[src/rtl/lcd_pkg.sv]
// Shared constants for the LCD sequencer: flag indices, delay thresholds,
// init command table, DDRAM line addresses and FSM state encoding.
package lcd_pkg;

  localparam int NUM_FLAGS = 7;

  // Delay flag positions on drv_flags
  localparam int F_15000US = 0;
  localparam int F_4100US  = 1;
  localparam int F_1640US  = 2;
  localparam int F_100US   = 3;
  localparam int F_42US    = 4;
  localparam int F_250NS   = 5;
  localparam int F_40NS    = 6;

  localparam int NUM_INIT = 6;

  localparam logic [7:0] LINE1_ADDR = 8'h80;
  localparam logic [7:0] LINE2_ADDR = 8'hC0;

  typedef enum logic [2:0] {
    PWR_WAIT,
    INIT_SEND,
    INIT_WAIT,
    IDLE,
    ADDR_SEND,
    CHAR_SEND,
    POST_WAIT
  } state_e;

  // Delay of each flag in nanoseconds
  function automatic longint flag_ns(input int idx);
    case (idx)
      0:       return 15000000;
      1:       return 4100000;
      2:       return 1640000;
      3:       return 100000;
      4:       return 42000;
      5:       return 250;
      default: return 40;
    endcase
  endfunction

  // Cycle threshold for a flag, rounded up so a delay is never cut short
  function automatic int flag_cycles(input longint clk_hz, input int idx);
    return int'((clk_hz * flag_ns(idx) + 999999999) / 1000000000);
  endfunction

  function automatic logic [7:0] init_cmd(input logic [2:0] idx);
    case (idx)
      3'd0:    return 8'h33;
      3'd1:    return 8'h32;
      3'd2:    return 8'h28;
      3'd3:    return 8'h0C;
      3'd4:    return 8'h01;
      default: return 8'h06;
    endcase
  endfunction

  // Which flag ends the hold after each init byte
  function automatic logic [2:0] init_wait_flag(input logic [2:0] idx);
    case (idx)
      3'd0:    return 3'(F_4100US);
      3'd1:    return 3'(F_100US);
      3'd4:    return 3'(F_1640US);
      default: return 3'(F_42US);
    endcase
  endfunction

endpackage

[src/rtl/lcd_delay_timer.sv]
// Free-running saturating delay counter with one threshold comparator per flag.
module lcd_delay_timer
  import lcd_pkg::*;
#(
  parameter int CLK_HZ = 20000000,
  parameter int NFLAGS = 7
) (
  input  logic              clk,
  input  logic              rst,
  input  logic              clr,
  output logic [NFLAGS-1:0] flags
);

  // Wide enough to reach the longest (power-on) threshold
  localparam int TW = $clog2(flag_cycles(longint'(CLK_HZ), F_15000US) + 1);
  localparam logic [TW-1:0] CNT_MAX = '1;

  logic [TW-1:0] cnt_q, cnt_d;

  // Clear wins over counting; hold at the top instead of wrapping
  always_comb begin
    cnt_d = cnt_q;
    if (clr)                  cnt_d = '0;
    else if (cnt_q != CNT_MAX) cnt_d = cnt_q + 1'b1;
  end

  // Counter register
  always_ff @(posedge clk) begin
    if (rst) cnt_q <= '0;
    else     cnt_q <= cnt_d;
  end

  for (genvar i = 0; i < NFLAGS; i++) begin : g_flag
    localparam logic [TW-1:0] THR = TW'(flag_cycles(longint'(CLK_HZ), i));
    assign flags[i] = (cnt_q >= THR);
  end

endmodule

[src/rtl/lcd_sequencer.sv]
// HD44780-style 4-bit init and two-line redraw sequencer feeding a nibble driver.
module lcd_sequencer
  import lcd_pkg::*;
#(
  parameter int CLK_HZ = 20000000,
  parameter int NFLAGS = 7
) (
  input  logic              clk,
  input  logic              rst,
  input  logic              wr_en,
  input  logic [4:0]        wr_addr,
  input  logic [7:0]        wr_data,
  input  logic              refresh,
  output logic              busy,
  output logic [7:0]        drv_data,
  output logic              drv_rs,
  output logic              drv_enable,
  output logic [NFLAGS-1:0] drv_flags,
  input  logic              drv_count,
  input  logic              drv_rdy
);

  state_e      state_q, state_d;
  logic        en_q, en_d;
  logic [7:0]  data_q, data_d;
  logic        rs_q, rs_d;
  logic        low_q, low_d;      // drv_rdy has dropped during this transaction
  logic        pend_q, pend_d;
  logic        addr_q, addr_d;    // last byte sent was a line address
  logic [2:0]  init_idx_q, init_idx_d;
  logic [4:0]  char_idx_q, char_idx_d;
  logic        seq_clr;
  logic [4:0]  rd_addr;
  logic [7:0]  rd_data;
  logic [7:0]  cbuf_q [32];

  lcd_delay_timer #(.CLK_HZ(CLK_HZ), .NFLAGS(NFLAGS)) u_timer (
    .clk   (clk),
    .rst   (rst),
    .clr   ((en_q & drv_count) | seq_clr),
    .flags (drv_flags)
  );

  // Character buffer: written any time, never reset
  always_ff @(posedge clk) begin
    if (wr_en) cbuf_q[wr_addr] <= wr_data;
  end

  // Address of the character the next transaction would carry
  always_comb begin
    rd_addr = char_idx_q;
    if (state_q == POST_WAIT && !addr_q) rd_addr = char_idx_q + 5'd1;
  end

  // Same-cycle write forwards so the byte launched is always the newest
  assign rd_data = (wr_en && wr_addr == rd_addr) ? wr_data : cbuf_q[rd_addr];

  // Next-state and transaction control
  always_comb begin
    state_d    = state_q;
    en_d       = en_q;
    data_d     = data_q;
    rs_d       = rs_q;
    low_d      = low_q;
    pend_d     = pend_q;
    addr_d     = addr_q;
    init_idx_d = init_idx_q;
    char_idx_d = char_idx_q;
    seq_clr    = 1'b0;
    if (refresh && state_q != IDLE) pend_d = 1'b1;
    case (state_q)
      PWR_WAIT: if (drv_flags[F_15000US]) begin
        state_d    = INIT_SEND;
        en_d       = 1'b1;
        data_d     = init_cmd(3'd0);
        rs_d       = 1'b0;
        init_idx_d = 3'd0;
        low_d      = 1'b0;
      end
      INIT_SEND, ADDR_SEND, CHAR_SEND: begin
        // Handshake: rdy must go low, then high, before the byte is done
        if (!low_q) begin
          if (!drv_rdy) low_d = 1'b1;
        end else if (drv_rdy) begin
          en_d    = 1'b0;
          low_d   = 1'b0;
          seq_clr = 1'b1;
          state_d = (state_q == INIT_SEND) ? INIT_WAIT : POST_WAIT;
        end
      end
      INIT_WAIT: if (drv_flags[init_wait_flag(init_idx_q)]) begin
        if (init_idx_q == 3'(NUM_INIT - 1)) begin
          state_d = IDLE;
        end else begin
          state_d    = INIT_SEND;
          init_idx_d = init_idx_q + 3'd1;
          en_d       = 1'b1;
          data_d     = init_cmd(init_idx_q + 3'd1);
          rs_d       = 1'b0;
        end
      end
      IDLE: if (refresh || pend_q) begin
        pend_d     = 1'b0;
        state_d    = ADDR_SEND;
        en_d       = 1'b1;
        data_d     = LINE1_ADDR;
        rs_d       = 1'b0;
        addr_d     = 1'b1;
        char_idx_d = 5'd0;
      end
      POST_WAIT: if (drv_flags[F_42US]) begin
        if (addr_q) begin
          state_d = CHAR_SEND;
          en_d    = 1'b1;
          data_d  = rd_data;
          rs_d    = 1'b1;
          addr_d  = 1'b0;
        end else if (char_idx_q == 5'd31) begin
          state_d    = IDLE;
          char_idx_d = 5'd0;
        end else if (char_idx_q == 5'd15) begin
          state_d    = ADDR_SEND;
          en_d       = 1'b1;
          data_d     = LINE2_ADDR;
          rs_d       = 1'b0;
          addr_d     = 1'b1;
          char_idx_d = 5'd16;
        end else begin
          state_d    = CHAR_SEND;
          en_d       = 1'b1;
          data_d     = rd_data;
          rs_d       = 1'b1;
          char_idx_d = char_idx_q + 5'd1;
        end
      end
      default: state_d = PWR_WAIT;
    endcase
  end

  // Sequencer state registers
  always_ff @(posedge clk) begin
    if (rst) begin
      state_q    <= PWR_WAIT;
      en_q       <= 1'b0;
      data_q     <= 8'h00;
      rs_q       <= 1'b0;
      low_q      <= 1'b0;
      pend_q     <= 1'b0;
      addr_q     <= 1'b0;
      init_idx_q <= 3'd0;
      char_idx_q <= 5'd0;
    end else begin
      state_q    <= state_d;
      en_q       <= en_d;
      data_q     <= data_d;
      rs_q       <= rs_d;
      low_q      <= low_d;
      pend_q     <= pend_d;
      addr_q     <= addr_d;
      init_idx_q <= init_idx_d;
      char_idx_q <= char_idx_d;
    end
  end

  assign busy       = (state_q != IDLE);
  assign drv_enable = en_q;
  assign drv_data   = data_q;
  assign drv_rs     = rs_q;

endmodule

[config.mk]
export PLATFORM = sky130hd
export DESIGN_NAME = lcd_sequencer
export DESIGN_NICKNAME = d
export VERILOG_FILES = /design/src/rtl/lcd_pkg.sv /design/src/rtl/lcd_delay_timer.sv /design/src/rtl/lcd_sequencer.sv
export SDC_FILE = /design/constraint.sdc
export NUM_CORES = 1
export LEC_CHECK = 0
export BUFFER_PORTS_ARGS = -buffer_cell sky130_fd_sc_hd__buf_2
export CORE_ASPECT_RATIO = 1.2
export CORE_MARGIN = 8
export CORE_UTILIZATION = 59
export CTS_CLUSTER_DIAMETER = 150
export CTS_CLUSTER_SIZE = 14
export DETAILED_ROUTE_END_ITERATION = 12
export MAX_ROUTING_LAYER = met4
export PLACE_DENSITY = 0.76
export SYNTH_ARGS = -nofsm -noshare
export SYNTH_HDL_FRONTEND = slang
export SYNTH_HIERARCHICAL = 1
export SYNTH_SLANG_ARGS = --single-unit
[constraint.sdc]
create_clock -name clk -period 8.69 [get_ports clk]
set_clock_uncertainty 0.2 [all_clocks]
set_input_delay 2.607 -clock clk [delete_from_list [all_inputs] [get_ports clk]]
set_output_delay 2.607 -clock clk [all_outputs]
set_load 0.05 [all_outputs]
==> run_results.csv <==
group,metric,value,unit
status,outcome,"complete, no violations",
clock_tree,cts_max_level,1,
final_layout,diodes,0,
detailed_routing,avgViaCountPerCell,6.95,
clock_tree,clock_sinks,299,
hold_path,min_to,"low_q$_SDFFE_PP0P_",
clock_tree,numCtsBuffers,25,
clock_tree,clk_path_buf_depth,3,
power_and_ir_drop,power_density,172,nW/um2
global_routing,use_met1,0.321,
clock_tree,cts.clk_slew.worst_paths,0.07,ns
power_and_ir_drop,p_sw,0.617,mW
sta,setup_viol,0,
hold_path,min_path_cells,2,
global_routing,antenna_found_initial,1,
placement,place_hpwl,26500,um
logic_synthesis,synth-edff-count,256,
logic_synthesis,async_reset_ff_frac,0,
logic_synthesis,ys_seq_area_frac,0.565,
global_routing,grt_max_degree,55,
clock_tree,cts.hold.buffers_added,0,
floorplan,die_w,162,um
global_routing,use_met3,0.0416,
clock_tree,cts_tree,"yes",
global_routing,overflow,0,
logic_synthesis,synth-simple-area-share,0.127,
floorplan,dieArea,31000,um2
global_routing,met2_usage,0.450,
setup_path,cpMaxStageDelayCell,"or4_2",
logic_synthesis,synth_top_family_by_area,"compound AO/OA/AOI/OAI gates",
power_and_ir_drop,internal-power,2.16,mW
detailed_routing,dr_total_vias,11300,
detailed_routing,drcViolationCount,0,
final_layout,drive_gt1_frac,0.109,
power_and_ir_drop,power.leakage,5.05,nW
final_layout,utilization,0.637,
setup_path,crit_chain,"or4_2 -> or3b_1 -> a21oi_1 -> o21ai_0 -> buf_2",
power_and_ir_drop,max-vdd-ir-drop,0.000165,V
setup_path,crit_path_end_kind,"output port",
sta,fmax,188,MHz
logic_synthesis,syn_nets,1320,
floorplan,io_pins,37,
placement,port_buffers,36,
setup_path,r2r_setup_slack,3.74,ns
global_routing,grt_pass1_wl,63000,um
setup_path,arrival,2.52,ns
clock_tree,insertion_delay,0.54,ns
setup_path,rr_worst_depth,9,
flow_run,max-cap-violations,0,
floorplan,start_util,0.596,
clock_tree,cts_resized,0,
logic_synthesis,syn_avg_cell_area,11.8,um2
setup_path,critPathLaunchType,"flip-flop",
detailed_routing,ant_nets,0,
logic_synthesis,synthAdderAreaFrac,0.0131,
detailed_routing,drt-wirelength-per-cell,25.4,um
setup_path,crit_start,"u_timer/cnt_q[7]$_SDFFE_PP0P_",
logic_synthesis,synthMuxAreaShare,0.114,
sta,rsz0062_at_grt,"no",
floorplan,die_y,191,um
setup_path,reg2reg_to,"drv_data[6]$_SDFFE_PP0P_",
setup_path,worstPathRequired,5.88,ns
sta,fin_ws,3.37,ns
logic_synthesis,synth_cell_types,84,
detailed_routing,dr.pass1.iters,7,
logic_synthesis,synthesis.area,15100,um2
final_layout,final_nets,1310,
logic_synthesis,synthXorXnorAreaFrac,0.00455,
floorplan,core,25400,um2
clock_tree,cts_root_buf,"clkbuf_16",
logic_synthesis,ys.flop_type,"edfxtp_1",
power_and_ir_drop,switching_share,0.222,
setup_path,worstReg2RegStart,"char_idx_q[1]$_SDFFE_PP0P_",
sta,post-route-period-util,0.613,
placement,preCtsSetupSlack,3.73,ns
power_and_ir_drop,seqPwrFrac,0.575,
sta,tns,0,ns
setup_path,worstSetupPathType,"flip-flop to output port",
logic_synthesis,synthCells,1286,
setup_path,cp_max_fo,7,
power_and_ir_drop,pwr-share-comb,0.054,
sta,maxSlewViolCount,0,
global_routing,busiest_layer,"met2",
sta,worstMarginPinSlew,1.10,ns
clock_tree,cts_setup_buffers,0,
sta,relSlewSlack,0.266,
placement,gp_congestion,0.947,
power_and_ir_drop,p_clk_frac,0.371,
hold_path,hp-start,"low_q$_SDFFE_PP0P_",
final_layout,area_delta_synth_final,6.86,%
detailed_routing,drt_iter0_drc,1442,
detailed_routing,routed_wl,41300,um
logic_synthesis,yosysWarnings,6,
power_and_ir_drop,total_power,2.78,mW
final_layout,n_fill_cell,1950,
floorplan,rows,64,
sta,hold_viol,0,
logic_synthesis,ys_seq_elements,299,
logic_synthesis,synth_compound_area_frac,0.144,
hold_path,hold_class,"flip-flop to flip-flop",
global_routing,grt_pass1_vias,10900,
setup_path,critPathMaxStageDelay,0.73,ns
sta,period_needed,5.32,ns
global_routing,grtUsageTotal,0.273,
[power by group through the flow]
stage	Combinational, mW	Sequential [mW]	Clock, mW
2_1_floorplan	0.0765	1.64	0
3_3_place_gp	0.148	1.63	0
3_5_place_dp	0.150	1.63	0
4_1_cts	0.150	1.60	1.04
5_1_grt	0.162	1.60	1.10
6_report	0.151	1.60	1.03
[area by class of cell]
type,count,area (um2),share of cell area
multi-input cells,880,6120,0.378
clock buffers,44,697,0.0431
well taps,330,413,0.0255
inverters,17,63.8,0.00395
clock inverters,1,11.3,0.000697
repair buffers,53,308,0.0190
flip-flops and latches,299,8550,0.529
[worst max-delay path by stage]
stage | end | slack (ns) | depth (start not counted)
final | drv_flags[1] | 3.37 | 5
after global routing | drv_flags[1] | 3.28 | 5
after CTS | drv_flags[1] | 3.35 | 5
after detailed placement | drv_data[2]$_SDFFE_PP0P_ | 3.73 | 9
after global placement | drv_data[2]$_SDFFE_PP0P_ | 3.77 | 9
after floorplan | drv_flags[1] | 3.88 | 4
[cell families after synthesis]
group                    Yosys count
flip-flops                       299
adder cells (fa/ha/maj)           16
multiplexers                     140
AND/OR/NAND/NOR                  391
AO/OA/AOI/OAI                    326
buffers and inverters            107
XOR/XNOR                           7
[Yosys cell counts (all sizes together), types with 21 or more instances]
cell type,instances,area (um2)
mux4,25,563
o21ai,54,270
nor2,93,349
nor3,51,260
dfxtp,43,861
or3,21,134
mux2i,109,1090
a21oi,65,329
edfxtp,256,7690
nand2,101,384
clkbuf,48,201
nor2b,22,138
a211oi,42,315
buf,42,220
o22ai,68,425
nand3,38,195
[critical path: cells and delay by family, from the launching register on]
| kind | cells | cell delay [ns] |
|---|---|---|
| and+or+nand+nor | 2 | 1.10 |
| DFF | 1 | 0.38 |
| AOI/OAI and AO/OA | 2 | 0.27 |
| buffers and inverters | 1 | 0.24 |
[sequential cells by signal, indices dropped and copies added, names as in the netlist]
signal         cells
addr_q             1
cbuf_q           256
char_idx_q         5
drv_data           8
drv_enable         1
drv_rs             1
init_idx_q         3
low_q              1
pend_q             1
state_q            3
u_timer/cnt_q     19
[metal layers]
metal | routed length (um) | part of all wire
met5 | 0 | 0
met4 | 2210 | 0.053
met3 | 4130 | 0.10
met2 | 19900 | 0.48
met1 | 15100 | 0.36
[layout by cell type (no fill, tap or decap), drive strengths merged, types with 4 or more instances in the layout]
cell	count
a22oi	8
inv	18
dfxtp	43
o21ai	54
nor2b	22
and2	5
a311oi	5
edfxtp	256
or2	7
o41ai	4
nand3	38
buf	53
mux2i	109
a21o	6
nand2	101
o221ai	10
nand4	11
a221oi	12
xnor2	4
nand3b	6
nor2	93
or3	21
a21oi	65
nand2b	11
a31oi	8
o211ai	9
nor4	6
ha	15
a211oi	42
nor3	51
mux4	25
clkbuf	44
a41oi	4
o22ai	68
or4	4
mux2	6
[through the flow]
| step | hold slack, ns | cell area, um2 | cells |
|---|---|---|---|
| 2_1_floorplan | 0.254 | 15100 | 1286 |
| 3_3_place_gp | 0.268 | 15500 | 1579 |
| 3_5_place_dp | 0.274 | 15500 | 1579 |
| 4_1_cts | 0.288 | 16200 | 1624 |
| 5_1_grt | 0.305 | 16200 | 1624 |
| 6_report | 0.295 | 16200 | 1624 |
(Power assumes the default switching activity.)
